==> src/rtl/fetch_unit_pkg.sv <==
// core_general: parameters shared by the RockWave core blocks.
//   XLEN         - data / PC width
//   AWIDTH       - instruction ROM word-address width
//   ROM_DEPTH    - number of ROM words
//   RESET_VECTOR - PC value after reset
//   PC_STEP      - sequential PC increment (one 32-bit instruction)
package core_general;
   localparam int          XLEN         = 32;
   localparam int          AWIDTH       = 12;
   localparam int          ROM_DEPTH    = 1 << AWIDTH;
   localparam logic [31:0] RESET_VECTOR = 32'h8000_0000;
   localparam logic [31:0] PC_STEP      = 32'd4;
endpackage

==> src/rtl/fetch_unit_if.sv <==
// fetch_unit_if: instruction-ROM bus between the fetch logic and the ROM.
//   inst_addr - ROM word address (driven by fetch)
//   inst_data - ROM read data, one cycle after the address (driven by ROM)
// There is no handshake: the ROM always answers one cycle after the
// address is presented.
interface fetch_unit_if;
   logic [core_general::AWIDTH-1:0] inst_addr;
   logic [core_general::XLEN-1:0]   inst_data;

   modport master (output inst_addr, input  inst_data);
   modport slave  (input  inst_addr, output inst_data);
endinterface

==> src/rtl/fetch_unit.sv <==
// fetch_unit: instruction-fetch stage (PC register, +4 adder, jump mux,
// instruction hold register).
//   clk, rst_n       - clock; asynchronous reset, active high
//   phase_fetch      - one-hot phase strobe, fetch cycle
//   phase_writeback  - one-hot phase strobe, writeback cycle (PC update)
//   jump_state_wf    - load regdata_for_pc instead of pc+4 at writeback
//   regdata_for_pc   - jump target
//   rom_bus          - ROM address out / read data in
//   curr_pc_fd       - PC of the instruction in flight
//   next_pc_fd       - curr_pc_fd + 4
//   inst             - fetched instruction
//   stall_fetch      - stall request, reserved for wait-state memories
module fetch_unit
   import core_general::*;
(
   input  logic            clk,
   input  logic            rst_n,
   input  logic            phase_fetch,
   input  logic            phase_writeback,
   input  logic            jump_state_wf,
   input  logic [XLEN-1:0] regdata_for_pc,
   fetch_unit_if.master    rom_bus,
   output logic [XLEN-1:0] curr_pc_fd,
   output logic [XLEN-1:0] next_pc_fd,
   output logic [XLEN-1:0] inst,
   output logic            stall_fetch
);

   logic [XLEN-1:0] r_pc;
   logic [XLEN-1:0] r_inst_q;
   logic            r_decode;   // phase_fetch delayed one cycle
   logic [XLEN-1:0] w_pc_plus4;
   logic [XLEN-1:0] w_pc_next;

   assign w_pc_plus4 = r_pc + PC_STEP;   // wraps mod 2^32
   // Jump targets are stored as-is, low bits included.
   assign w_pc_next  = jump_state_wf ? regdata_for_pc : w_pc_plus4;

   always_ff @(posedge clk or posedge rst_n) begin
      if (rst_n) begin
         r_pc     <= RESET_VECTOR;
         r_decode <= 1'b0;
         r_inst_q <= '0;
      end else begin
         r_decode <= phase_fetch;
         // Capture ROM data at the edge ending decode; it then stays
         // valid after the ROM output moves on.
         if (r_decode) begin
            r_inst_q <= rom_bus.inst_data;
         end
         if (phase_writeback) begin
            r_pc <= w_pc_next;
         end
      end
   end

   // Word address ignores pc[1:0] and everything above the ROM size,
   // so the ROM aliases every 16 KiB.
   assign rom_bus.inst_addr = r_pc[AWIDTH+1:2];

   assign curr_pc_fd  = r_pc;
   assign next_pc_fd  = w_pc_plus4;
   assign inst        = r_decode ? rom_bus.inst_data : r_inst_q;
   assign stall_fetch = 1'b0;

endmodule

==> src/flat_wrapper.sv <==
// flat-port wrapper written by rule: the top's interface ports become plain ports
module fetch_unit_flat import core_general::*;
  (clk, rst_n, phase_fetch, phase_writeback, jump_state_wf, regdata_for_pc, curr_pc_fd, next_pc_fd, inst, stall_fetch, rom_bus_inst_addr, rom_bus_inst_data);
  fetch_unit_if rom_bus_i ();
  input  logic clk;
  input  logic rst_n;
  input  logic phase_fetch;
  input  logic phase_writeback;
  input  logic jump_state_wf;
  input  logic [XLEN-1:0] regdata_for_pc;
  output logic [XLEN-1:0] curr_pc_fd;
  output logic [XLEN-1:0] next_pc_fd;
  output logic [XLEN-1:0] inst;
  output logic stall_fetch;
  output wire logic [$bits(rom_bus_i.inst_addr)-1:0] rom_bus_inst_addr;
  input wire logic [$bits(rom_bus_i.inst_data)-1:0] rom_bus_inst_data;
  assign rom_bus_inst_addr = rom_bus_i.inst_addr;
  assign rom_bus_i.inst_data = rom_bus_inst_data;
  fetch_unit u_core (.clk(clk), .rst_n(rst_n), .phase_fetch(phase_fetch), .phase_writeback(phase_writeback), .jump_state_wf(jump_state_wf), .regdata_for_pc(regdata_for_pc), .rom_bus(rom_bus_i), .curr_pc_fd(curr_pc_fd), .next_pc_fd(next_pc_fd), .inst(inst), .stall_fetch(stall_fetch));
endmodule
==> config.mk <==
export PLATFORM = sky130hd
export DESIGN_NAME = fetch_unit_flat
export DESIGN_NICKNAME = d
export VERILOG_FILES = /design/src/rtl/fetch_unit_pkg.sv /design/src/rtl/fetch_unit_if.sv /design/src/rtl/fetch_unit.sv /design/src/flat_wrapper.sv
export SDC_FILE = /design/constraint.sdc
export NUM_CORES = 1
export LEC_CHECK = 0
export ABC_AREA = 1
export CAP_MARGIN = 20
export CORE_AREA = 8 8 103 105
export CTS_BUF_LIST = sky130_fd_sc_hd__clkbuf_8
export CTS_CLUSTER_SIZE = 8
export DETAILED_ROUTE_END_ITERATION = 12
export DIE_AREA = 0 0 111 113
export PLACE_DENSITY = 0.83
export SLEW_MARGIN = 20
export SYNTH_ARGS = -nofsm -noshare
export SYNTH_HDL_FRONTEND = slang
export SYNTH_SLANG_ARGS = --single-unit
==> constraint.sdc <==
create_clock -name clk -period 2.5 [get_ports clk]
set_clock_uncertainty 0.2 [all_clocks]
set_input_delay 0.5 -clock clk [delete_from_list [all_inputs] [get_ports clk]]
set_output_delay 0.5 -clock clk [all_outputs]
set_load 0.02 [all_outputs]
# Yosys cells after proc, flatten, opt, wreduce, memory -nomap -nowiden
# Cells that the tools add are included.
totals:
  regBits: 65
  inputBits: 69
  out_inout_bits: 109
  elab_cells: 6
classes:
  n_addsub: 1
  mux: 2
op_table:
  columns: ["operator", "n"]
  rows:
  - ["$mux W32", 2]
  - ["$add A32 B3 Y32 const B", 1]

# Longest topological paths before layout
depth:
  ltp_word: 2
  depth_mapped: 10
  mapped_depth_nobuf: 10

# Worst setup path before layout
# Ideal clock, no wire load.
synth_timing:
  kind: "reg-to-output"
  start: "register u_core.r_pc[3] (netlist: u_core.curr_pc_fd[3])"
  end: "output next_pc_fd[26]"
  arrival_ns: 1.573
  setup_slack_ns: 0.227
  stages_incl_launch_ff: 9
  n_path_buf: 0
  cell_sequence: "dfrtp_1 -> ha_1 -> nand2_1 -> nor2_4 -> nand2_4 -> nor2_8 -> nand2_1 -> nand2_1 -> and2_1"
synth_between:
  elab_chain_len: 1
synth_lines:
  columns: ["item", "line", "source"]
  rows:
  - ["from (decl)", "fetch_unit.sv:29", "logic [XLEN-1:0] r_pc;"]
  - ["from (signal assigned)", "fetch_unit.sv:52", "r_pc <= w_pc_next;"]
  - ["$add A32 B3 Y32", "fetch_unit.sv:35", "assign w_pc_plus4 = r_pc + PC_STEP;"]
  - ["to (decl)", "flat_wrapper.sv:12", "output logic [XLEN-1:0] next_pc_fd;"]
# No other way between the ends.

# Worst setup path after layout
layout_timing:
  start: "register u_core.r_pc[2] (netlist: u_core.curr_pc_fd[2])"
  end: "output next_pc_fd[26]"
# The elaborated chain is that of the path after synthesis.

==> flow_metrics.env <==
export IMPL_status="complete, but fails checks"
export IMPL_failed_checks="negative setup slack"
export IMPL_layout_drive_gt1_share_pct=28.2
export IMPL_layout_common_cells="124 x nand2_1, 119 x clkdlybuf4s50_1, 60 x dfrtp_1"
export IMPL_pwr_share_seq_pct=33.4
export IMPL_cap_violations=0
export IMPL_cp_arrival_ps=1870
export IMPL_cell_internal_pwr_w=0.00252
export IMPL_cts_tree="built"
export IMPL_stdcell_area_um2=6280
export IMPL_synth_area_per_cell_um2=8.15
export IMPL_clock_sinks=65
export IMPL_port_buffers=176
export IMPL_drt_iter0_markers=136
export IMPL_drcViolationCount=0
export IMPL_cts_buffer_depth=2
export IMPL_cts_root_buf="clkbuf_8"
export IMPL_coreArea_um2=8980
export IMPL_viasPerCell=4.95
export IMPL_final_setup_viol_count=4
export IMPL_rsz0062_at_grt="true"
export IMPL_gr_total_overflow=0
export IMPL_critPathMaxFanout=5
export IMPL_r2r_setup_slack_ps=680
export IMPL_cp_required_ps=1800
export IMPL_cts_buffers=9
export IMPL_clk_latency_ps=340
export IMPL_synth_cell_types=26
export IMPL_hold_violations=0
export IMPL_ys_seq_area_share_pct=42.9
export IMPL_yosysWarningCount=0
export IMPL_worst_slack_ps=-69.8
export IMPL_power_switching_w=0.00129
export IMPL_wl_per_cell_um=16.6
export IMPL_final_util_pct=69.9
export IMPL_power_per_cell_area_nw_per_um2=607
export IMPL_grt_max_degree=47
export IMPL_cts_clk_slew_worst_paths_ps=70
export IMPL_postSynthCellCount=465
export IMPL_pwr_share_comb_pct=37.8
export IMPL_dieArea_um2=12500
export IMPL_hp_class="in -> async"
export IMPL_startpoint_type="register"
export IMPL_drtAntennaViolNets=0
export IMPL_detailed_place_hpwl_um=10100
export IMPL_via_count=3928
export IMPL_die_height_um=113
export IMPL_syn_area_um2=3790
export IMPL_clockPowerShare_pct=28.8
export IMPL_period_needed_ps=2570
export IMPL_critPathCaptureType="output port"
export IMPL_stdcell_count=793
export IMPL_grt_pass1_vias=4188
export IMPL_diodes=0
export IMPL_p_leak_nw=2.98
export IMPL_crit_type="reg -> out"
export IMPL_io_pins=178
export IMPL_grt_pass1_wl_um=20700
export IMPL_report_final_slew_viol_count=0
export IMPL_grt_use_total_pct=20.2
export IMPL_power_w=0.00381
export IMPL_ir_drop_mv=0.470
export IMPL_die_x_um=111
export IMPL_max_freq_mhz=389
export IMPL_antenna_found_initial=0
export IMPL_final_common_cell="nand2_1"
export IMPL_gp_congestion=0.819
export IMPL_syn_nets=535
export IMPL_dp_cells=767
export IMPL_wirelength_um=13200
export IMPL_std_cell_rows=35
export IMPL_area_delta_synth_final_pct=65.6
export IMPL_cts_htree_levels=3
export IMPL_synth_seq_cells=65
export IMPL_initial_core_util_pct=42.2
export IMPL_finalCritPeriodShare_pct=103
export IMPL_drt_pass1_iter_count=4
export IMPL_switching_share_pct=33.8
export IMPL_dpl_cell_area_um2=5890
export IMPL_layout_nets=747
[stage by stage]
step | hold slack, ps | TNS, ps | setup slack [ps]
3_5_place_dp | 284 | -1230 | -137
4_1_cts | 270 | -95.3 | -46.7
6_report | 269 | -186 | -69.8
3_3_place_gp | 280 | -559 | -88.9
5_1_grt | 288 | -1230 | -153
2_1_floorplan | 331 | 0 | 175
[area by class of cell]
cell class,instances,area (µm²)
tap,111,139
clock inverter,7,119
fill,679,2700
inverter,57,214
timing repair buffer,232,2150
multi-input combinational,312,1900
sequential,65,1630
clock buffer,9,124
[cell families after synthesis]
family                   synth area share [%]
adder cells (fa/ha/maj)                 0.330
XOR/XNOR                                 4.65
AND/OR/NAND/NOR                          28.7
AO/OA/AOI/OAI                            2.74
buffers and inverters                    10.4
other                                  0.0989
flip-flops                               42.9
multiplexers                             10.1
[cell usage after synthesis (all sizes together)]
cell type  instances  area [µm²]
and2               6        37.5
buf               21         143
clkbuf            10        37.5
conb               1        3.75
dfrtp             64        1600
dfstp              1        26.3
ha                 1        12.5
inv               57         214
mux2              34         383
nand2            143         552
nand3             53         265
nand4              1        6.26
nor2              40         229
o211ai             4        30.0
o21ai             13        65.1
o221ai             1        8.76
xnor2              1        8.76
xor2              14         168
[state kept, by name, summed over array words and instances, names as in the netlist]
| register | cells |
|---|---|
| u_core.curr_pc_fd | 32 |
| u_core.r_inst_q | 32 |
| u_core.r_decode | 1 |
[worst paths after layout]
kind                                         endpoint                  from  cells after the start
worst max-delay path                   next_pc_fd[26]  u_core.curr_pc_fd[2]                      9
max in group asynchronous       u_core.curr_pc_fd[14]                 rst_n                      3
worst min register to register    u_core.r_inst_q[23]   u_core.r_inst_q[23]                      1
worst max register to register  u_core.curr_pc_fd[10]  u_core.curr_pc_fd[2]                     10
min in group clk                  u_core.r_inst_q[23]   u_core.r_inst_q[23]                      1
worst min-delay path             u_core.curr_pc_fd[3]                 rst_n                      2
[layer usage]
| layer | wire, µm | vias to the layer above | track usage, % |
|---|---|---|---|
| met1 | 4970 | 1839 | 20.5 |
| met3 | 1640 | 34 | 10.4 |
| met5 | 0 | - | 0 |
| met2 | 6160 | 197 | 34.2 |
| met4 | 403 | 0 | 8.74 |
| li1 | - | 1858 | - |
[repair_timing]
action	4_1_cts	5_1_grt
setup buffers	6	4
pin swaps	8	21
cloned	0	0
endpoints found under the setup margin	57	27
hold buffers	0	0
gates resized for setup	143	64
[power by group through the flow]
stage               sequential [W]  combinational [W]  clock, W
floorplan                  0.00138           0.000601         0
global placement           0.00128            0.00142         0
detailed placement         0.00129            0.00144         0
CTS                        0.00127            0.00140   0.00112
global route               0.00129            0.00154   0.00115
finish                     0.00127            0.00144   0.00110
[critical path: stages (launching register included)]
cell and delay (ps):
dfrtp_1 380, ha_2 210, nand2_2 70, nor2_4 150, nand2_4 130, nor2_8 190, nand2_2 70, nand2_2 90
and2_4 140, buf_6 110
No activity file was read; power rests on OpenSTA's default activity.
